### src/rtl/start_fade_ctrl.sv
// Start-screen fade controller: frame-locked brightness ramp applied to the
// palette colour (black -> fade-in -> show -> fade-out on start -> done).
module start_fade_ctrl #(
   parameter int unsigned FRAMES_PER_STEP = 2
) (
   input  logic       Clk,
   input  logic       Reset,
   input  logic       vsync,
   input  logic       start_key,
   input  logic       blank,
   input  logic [3:0] pix_index,
   output logic [3:0] pal_index,
   input  logic [3:0] pal_red,
   input  logic [3:0] pal_green,
   input  logic [3:0] pal_blue,
   output logic [3:0] red,
   output logic [3:0] green,
   output logic [3:0] blue,
   output logic       busy,
   output logic       fade_done
);

   localparam int unsigned CW = 4;
   localparam int unsigned LW = 5;
   localparam int unsigned FW = 4;
   localparam int unsigned PW = 9;

   localparam logic [LW-1:0] LVL_LAST_UP = LW'(15);
   localparam logic [LW-1:0] LVL_LAST_DN = LW'(1);
   localparam logic [FW-1:0] FCNT_LAST   = FW'(FRAMES_PER_STEP - 1);

   typedef enum logic [2:0] {
      ST_BLACK,
      ST_FADE_IN,
      ST_SHOW,
      ST_FADE_OUT,
      ST_DONE
   } state_e;

   typedef struct packed {
      logic [CW-1:0] r;
      logic [CW-1:0] g;
      logic [CW-1:0] b;
   } rgb_t;

   state_e        state_q, state_d;
   logic [LW-1:0] level_q, level_d;
   logic [FW-1:0] fcnt_q, fcnt_d;
   logic          pending_q, pending_d;
   logic          vsync_q, vsync_d;
   logic          start_q, start_d;
   logic          busy_q, busy_d;
   logic          fade_done_q, fade_done_d;
   rgb_t          rgb_q, rgb_d;

   logic          tick;
   logic          start_edge;
   logic          step;

   // Brightness scaling: upper nibble of colour x level (level 16 is identity).
   function automatic logic [CW-1:0] scale(input logic [CW-1:0] c,
                                           input logic [LW-1:0] lvl);
      logic [PW-1:0] prod;
      prod = PW'(c) * PW'(lvl);
      return prod[7:4];
   endfunction

   assign pal_index = pix_index;

   always_comb begin
      vsync_d     = vsync;
      start_d     = start_key;
      state_d     = state_q;
      level_d     = level_q;
      fcnt_d      = fcnt_q;
      pending_d   = pending_q;
      fade_done_d = 1'b0;

      tick       = vsync_q & ~vsync;
      start_edge = ~start_q & start_key;
      step       = tick && (fcnt_q == FCNT_LAST);

      // Step counter advances only on frame ticks while fading.
      if ((state_q == ST_FADE_IN) || (state_q == ST_FADE_OUT)) begin
         if (step) begin
            fcnt_d = '0;
         end else if (tick) begin
            fcnt_d = fcnt_q + FW'(1);
         end
      end

      case (state_q)
         ST_BLACK: begin
            if (start_edge) pending_d = 1'b1;
            if (tick) begin
               state_d = ST_FADE_IN;
               fcnt_d  = '0;
            end
         end
         ST_FADE_IN: begin
            if (start_edge) pending_d = 1'b1;
            if (step) begin
               level_d = level_q + LW'(1);
               if (level_q == LVL_LAST_UP) begin
                  fcnt_d = '0;
                  // A press that arrived during the ramp skips the hold.
                  if (pending_q || start_edge) begin
                     state_d   = ST_FADE_OUT;
                     pending_d = 1'b0;
                  end else begin
                     state_d = ST_SHOW;
                  end
               end
            end
         end
         ST_SHOW: begin
            if (start_edge) begin
               state_d   = ST_FADE_OUT;
               fcnt_d    = '0;
               pending_d = 1'b0;
            end
         end
         ST_FADE_OUT: begin
            if (step) begin
               level_d = level_q - LW'(1);
               if (level_q == LVL_LAST_DN) begin
                  state_d     = ST_DONE;
                  fcnt_d      = '0;
                  fade_done_d = 1'b1;
               end
            end
         end
         ST_DONE: begin
         end
         default: begin
            state_d   = ST_BLACK;
            level_d   = '0;
            fcnt_d    = '0;
            pending_d = 1'b0;
         end
      endcase

      busy_d = (state_q == ST_FADE_IN) || (state_q == ST_FADE_OUT);

      if (blank) begin
         rgb_d.r = scale(pal_red, level_q);
         rgb_d.g = scale(pal_green, level_q);
         rgb_d.b = scale(pal_blue, level_q);
      end else begin
         rgb_d = '0;
      end
   end

   always_ff @(posedge Clk) begin
      if (Reset) begin
         state_q     <= ST_BLACK;
         level_q     <= '0;
         fcnt_q      <= '0;
         pending_q   <= 1'b0;
         vsync_q     <= 1'b0;
         start_q     <= 1'b1;
         busy_q      <= 1'b0;
         fade_done_q <= 1'b0;
         rgb_q       <= '0;
      end else begin
         state_q     <= state_d;
         level_q     <= level_d;
         fcnt_q      <= fcnt_d;
         pending_q   <= pending_d;
         vsync_q     <= vsync_d;
         start_q     <= start_d;
         busy_q      <= busy_d;
         fade_done_q <= fade_done_d;
         rgb_q       <= rgb_d;
      end
   end

   assign red       = rgb_q.r;
   assign green     = rgb_q.g;
   assign blue      = rgb_q.b;
   assign busy      = busy_q;
   assign fade_done = fade_done_q;

endmodule

### config.mk
export PLATFORM = sky130hd
export DESIGN_NAME = start_fade_ctrl
export DESIGN_NICKNAME = d
export VERILOG_FILES = /design/src/rtl/start_fade_ctrl.sv
export SDC_FILE = /design/constraint.sdc
export NUM_CORES = 1
export LEC_CHECK = 0
export ABC_AREA = 1
export CAP_MARGIN = 20
export CORE_ASPECT_RATIO = 0.7
export CORE_MARGIN = 2
export CORE_UTILIZATION = 55
export CTS_BUF_LIST = sky130_fd_sc_hd__clkbuf_8
export DETAILED_ROUTE_END_ITERATION = 16
export GPL_ROUTABILITY_DRIVEN = 0
export GPL_TIMING_DRIVEN = 0
export PLACE_DENSITY = 0.8
export SETUP_SLACK_MARGIN = 0.1
export SLEW_MARGIN = 20
export SYNTH_ARGS = -nofsm -noshare
export SYNTH_HDL_FRONTEND = slang
export SYNTH_SLANG_ARGS = --single-unit
### constraint.sdc
create_clock -name Clk -period 4.22 [get_ports Clk]
set_input_delay 0.422 -clock Clk [delete_from_list [all_inputs] [get_ports Clk]]
set_output_delay 0.422 -clock Clk [all_outputs]
set_load 0.005 [all_outputs]
==> results.ini, run 1 <==
[finish]
drive_above_1_share_pct = 6.638
area_growth_pct = 18.98
final_cell_area_mm2 = 0.003403
layout_common_cells = nand2_1, inv_1, nor2_1
multi_input_area_mm2 = 0.001887
fill_cells = 434
nets = 535
diodes = 0
mostFrequentLayoutCell = nand2_1
regArea_um2 = 580.6

[sta]
slew_violations = 0
setup_viol = 0
skew_ps = 6.375
max-slew-margin-rel_pct = 66.97
worstMarginPinSlew_ps = 495.5
fin_hold_ws_ps = 505.3
finalCritPeriodShare_pct = 78.44
hold_violations = 0
tns_ps = 0
rsz0062_at_grt = false
min_period_ps = 3310
max_freq_mhz = 302.1

[setup_path]
arrival_ps = 3500
path_class = reg -> reg
start_kind = register
cp-end-kind = register
required_ps = 4400
crit_fanout = 10

[placed_design]
dpl-instance-area_mm2 = 0.003287
hpwlAfterDp_mm = 5.006
port_buffers = 34

[logic_synthesis]
yosys.area.top_type = dfxtp_1
yosysTopAreaCellShare_pct = 20.30
synth_flop_cell = dfxtp_1
async_flop_share_pct = 0
syn_nets = 494
yosysWarningCount = 0
ys_ff_latch = 29
syn_inst = 425
synth_cell_types = 30
synth.area.top_cells = dfxtp_1, nand2_1, ha_1
avgSynthCellArea_um2 = 6.730
seq_area_frac_synth_pct = 20.30
synth_edf_count = 0
netlist_area_mm2 = 0.002860

[floorplan]
initial_core_util_pct = 58.53
core_mm2 = 0.004887
chipWidth_um = 90.19
rows = 21
die-area_mm2 = 0.005802
num_io_pins = 39
die_y_um = 64.34

[power_and_ir_drop]
power_density_mw_per_mm2 = 308.3
ir_drop_mv = 0.3122
power.leakage_nw = 1.835

[global_route]
grt_pass1_wl_mm = 11.14
grt_usage_pct = 23.64
grt.overflow.total = 0
grt_max_degree = 11
grt_pass1_vias = 2597
antenna_found_initial = 0

[cts]
insertion_delay_ps = 290
cts_setup_buffers = 0
htree_levels = 2
ctsHoldBuffers = 0
cts_resized = 0
cts_tree = yes
cts_buffer_depth = 2
numCtsBuffers = 5
clkSinkCount = 29
cts_root_buf = clkbuf_8
clkSlewWorstSetupHoldPaths_ps = 70

[run_status]
status = finished clean

[routing]
wire_per_inst_um = 11.64
drtIter0Drc = 143
first_pass_iters = 4
totalWireLength_mm = 6.240
vias = 2689
drc = 0
vias_per_cell = 5.017
drtAntennaViolNets = 0

[job]
maxCapViolCount = 0

[min_path]
min_path_type = reg -> reg

[Yosys cell counts, types with 6 or more instances]
master,count
nand2_1,114
buf_4,6
nor2_1,45
fa_1,15
o21ai_0,21
a21oi_1,23
ha_1,33
dfxtp_1,29
nand3_1,15
inv_1,79
[path summary, 6_finish.rpt]
check / slack, ps / end / depth (start not counted) / from
setup / recovery: 910 / green[1]$_SDFF_PP0_ / 12 / level_q[2]$_SDFFE_PP0P_
hold / removal: 510 / pending_q$_SDFFE_PP0P_ / 2 / pending_q$_SDFFE_PP0P_
setup reg to reg: 910 / green[1]$_SDFF_PP0_ / 12 / level_q[2]$_SDFFE_PP0P_
hold reg to reg: 510 / pending_q$_SDFFE_PP0P_ / 2 / pending_q$_SDFFE_PP0P_
[cell families (layout without fill, tap and decap cells)]
kind of cell,count (synthesis),in the layout,synth area share (%)
muxes,1,1,0.3500
DFF,29,29,20.30
xor gates and xnor gates,10,10,3.062
adders and majority gates,48,48,24.93
AOI/OAI and AO/OA,52,52,9.799
buffers and inverters,95,137,13.74
and+or+nand+nor,190,190,27.82
[critical path: stages, from the launching register on]
cell	delay [ps]
dfxtp_1	410
buf_2	250
buf_1	400
nand2_1	150
fa_1	500
fa_1	540
inv_1	50
ha_1	330
nand2_1	70
o21ai_0	280
nand2_1	120
nand2_1	70
nor2_1	40
[area by class of cell]
class | count | share of cell area [%]
tap | 69 | 2.537
clock inverter | 2 | 0.9926
clock buffer | 6 | 2.426
multi-input combinational | 301 | 55.44
buffer | 13 | 2.500
timing repair buffer | 34 | 10.00
inverter | 82 | 9.044
sequential | 29 | 17.06
[power breakdown]
part,internal [mW],switching [mW],total [mW],leakage [nW]
combinational,0.153,0.261,0.414,1.54
clock,0.190,0.117,0.307,0.0626
sequential,0.298,0.0308,0.329,0.235
total,0.641,0.409,1.05,1.83
[routing by layer]
layer / wire [um] / share of wire, % / global-route usage [%]
met1: 2933 / 47 / 29.82
met2: 2744 / 44 / 40.98
met3: 446 / 7.1 / 4.953
met4: 115 / 1.8 / 7.308
met5: 0 / 0 / 0
[state kept, by name, indices dropped and copies added, names as in the netlist]
signal,cells
red,4
fade_done,1
green,4
busy,1
level_q,5
state_q,3
fcnt_q,4
blue,4
pending_q,1
vsync_q,1
start_q,1
[metrics by stage]
| stage | setup slack, ps | cells | power, mW | util, % |
|---|---|---|---|---|
| floorplan | 1355 | 425 | 0.6303 | - |
| global placement | 985.1 | 528 | 0.7259 | 67.26 |
| detailed placement | 882.8 | 528 | 0.7414 | 67.26 |
| CTS | 934.8 | 536 | 1.049 | 69.64 |
| global route | 657.6 | 536 | 1.123 | 69.64 |
| finish | 910.0 | 536 | 1.049 | 69.64 |
No activity file was read; power rests on OpenSTA's default activity.
==> run 2: changes to the inputs <==
==> constraint.sdc (replaced) <==
create_clock -name Clk -period 3.2 [get_ports Clk]
set_input_delay 0.32 -clock Clk [delete_from_list [all_inputs] [get_ports Clk]]
set_output_delay 0.32 -clock Clk [all_outputs]
set_load 0.005 [all_outputs]
==> run 2 against run 1 <==
- register-to-register slack got worse by 640 ps
- critical endpoint unchanged
- count of clock-buffer cells in the layout did not move
- worst hold slack got worse by 0.67 ps
- setup slack got worse by 640 ps
- first-iteration DRC count rose by 15%
- clock skew fell by 1.8 ps
==> results.ini, run 2 (synthesis gave the netlist of run 1 again) <==
[sta]
min_period_ps = 2934
max_freq_mhz = 340.8
skew_ps = 4.621
worstMarginPinSlew_ps = 492.4
tns_ps = 0
hold_violations = 0
max-slew-margin-rel_pct = 66.83
slew_violations = 0
finalCritPeriodShare_pct = 91.70
rsz0062_at_grt = true
setup_viol = 0
fin_hold_ws_ps = 504.7

[global_route]
grt.overflow.total = 0
grt_pass1_vias = 2576
grt_max_degree = 20
grt_pass1_wl_mm = 11.10
antenna_found_initial = 0
grt_usage_pct = 23.53

[power_and_ir_drop]
p_sw_mw = 0.5395
power.clock.fraction_pct = 29.0
ir_drop_mv = 0.4154
p_seq_share_pct = 31.4
internal_power_mw = 0.8444
power_density_mw_per_mm2 = 406.7
swShare_pct = 38.98
power.leakage_nw = 1.832
fin_total_pwr_mw = 1.384
pwr-share-comb_pct = 39.6

[run_status]
status = finished clean

[finish]
layout_common_cells = nand2_1, inv_1, nor2_1
mostFrequentLayoutCell = nand2_1
largest_reg_flops = 5
nets = 532
post-route-util_pct = 69.64
area_growth_pct = 18.98
diodes = 0
drive_above_1_share_pct = 7.328
top_register = level_q

[routing]
vias_per_cell = 5.053
totalWireLength_mm = 6.230
vias = 2693
first_pass_iters = 4
wire_per_inst_um = 11.69
drtIter0Drc = 164
drc = 0
drtAntennaViolNets = 0

[placed_design]
port_buffers = 34
hpwlAfterDp_mm = 5.006

[job]
maxCapViolCount = 0

[cts]
clkSlewWorstSetupHoldPaths_ps = 70
htree_levels = 2
cts_buffer_depth = 2
cts_root_buf = clkbuf_8
insertion_delay_ps = 290
cts_setup_buffers = 0
numCtsBuffers = 5
clkSinkCount = 29
cts_tree = yes

[setup_path]
crit_fanout = 19
path_class = reg -> reg
required_ps = 3380
start_kind = register
arrival_ps = 3120
cp-end-kind = register

[floorplan]
num_io_pins = 39
rows = 21
die_y_um = 64.34
die-area_mm2 = 0.005802
core_mm2 = 0.004887
initial_core_util_pct = 58.53
chipWidth_um = 90.19

[min_path]
min_path_type = reg -> reg

run 2: cell count changes in the layout (fill, tap and decap cells not counted), sizes merged:
cell	change
clkbuf	-2
buf	-1
run 2: layout make-up:
type,instances,area [um^2]
well taps,69,86.33
flip-flops and latches,29,581.8
repair buffers,34,340.3
clock buffers,6,82.58
plain buffers,10,76.32
multi-input cells,301,1894
inverters,82,307.8
clock inverters,2,33.78
fillers,431,1484
run 2: metal layers:
layer / global-route usage, % / wire length [um]
met1: 29.82 / 2969
met2: 40.60 / 2771
met3: 4.953 / 375
met4: 7.308 / 114
met5: 0 / 0
run 2: timing repair:
action / 4_1_cts / 5_1_grt
gates resized for setup: 0 / 6
hold buffers: 0 / 0
setup endpoints to repair: 11 / 10
run 2: stage by stage:
| stage | area, um^2 | std cells | setup slack (ps) |
|---|---|---|---|
| 2_1_floorplan | 2860 | 425 | 335.5 |
| 3_3_place_gp | 3287 | 528 | 67.13 |
| 3_5_place_dp | 3287 | 528 | -74.63 |
| 4_1_cts | 3396 | 534 | 104.2 |
| 5_1_grt | 3403 | 533 | 84.20 |
| 6_report | 3403 | 533 | 265.6 |
run 2: power by group through the flow:
stage               registers, mW  logic [mW]  clock network [mW]
finish                      0.434       0.549               0.401
global route                0.438       0.620               0.422
CTS                         0.432       0.540               0.407
detailed placement          0.440       0.538                   0
global placement            0.438       0.519                   0
floorplan                   0.432       0.399                   0
run 2: path summary, 6_finish.rpt:
| check | end | slack, ps | cells after the start | startpoint |
|---|---|---|---|---|
| min | pending_q$_SDFFE_PP0P_ | 500 | 2 | pending_q$_SDFFE_PP0P_ |
| max | green[1]$_SDFF_PP0_ | 270 | 13 | level_q[2]$_SDFFE_PP0P_ |
| max reg2reg | green[1]$_SDFF_PP0_ | 270 | 13 | level_q[2]$_SDFFE_PP0P_ |
| min reg2reg | pending_q$_SDFFE_PP0P_ | 500 | 2 | pending_q$_SDFFE_PP0P_ |
run 2: critical path, cell delays in order (launching register included):
cell and delay (ps):
dfxtp_1 360, buf_4 220, nand2_1 70, inv_1 60, fa_1 510, inv_1 60, fa_1 540, inv_1 40
ha_1 370, nand2_1 80, o21ai_0 280, nand2_1 120, nand2_1 70, nor2_1 40
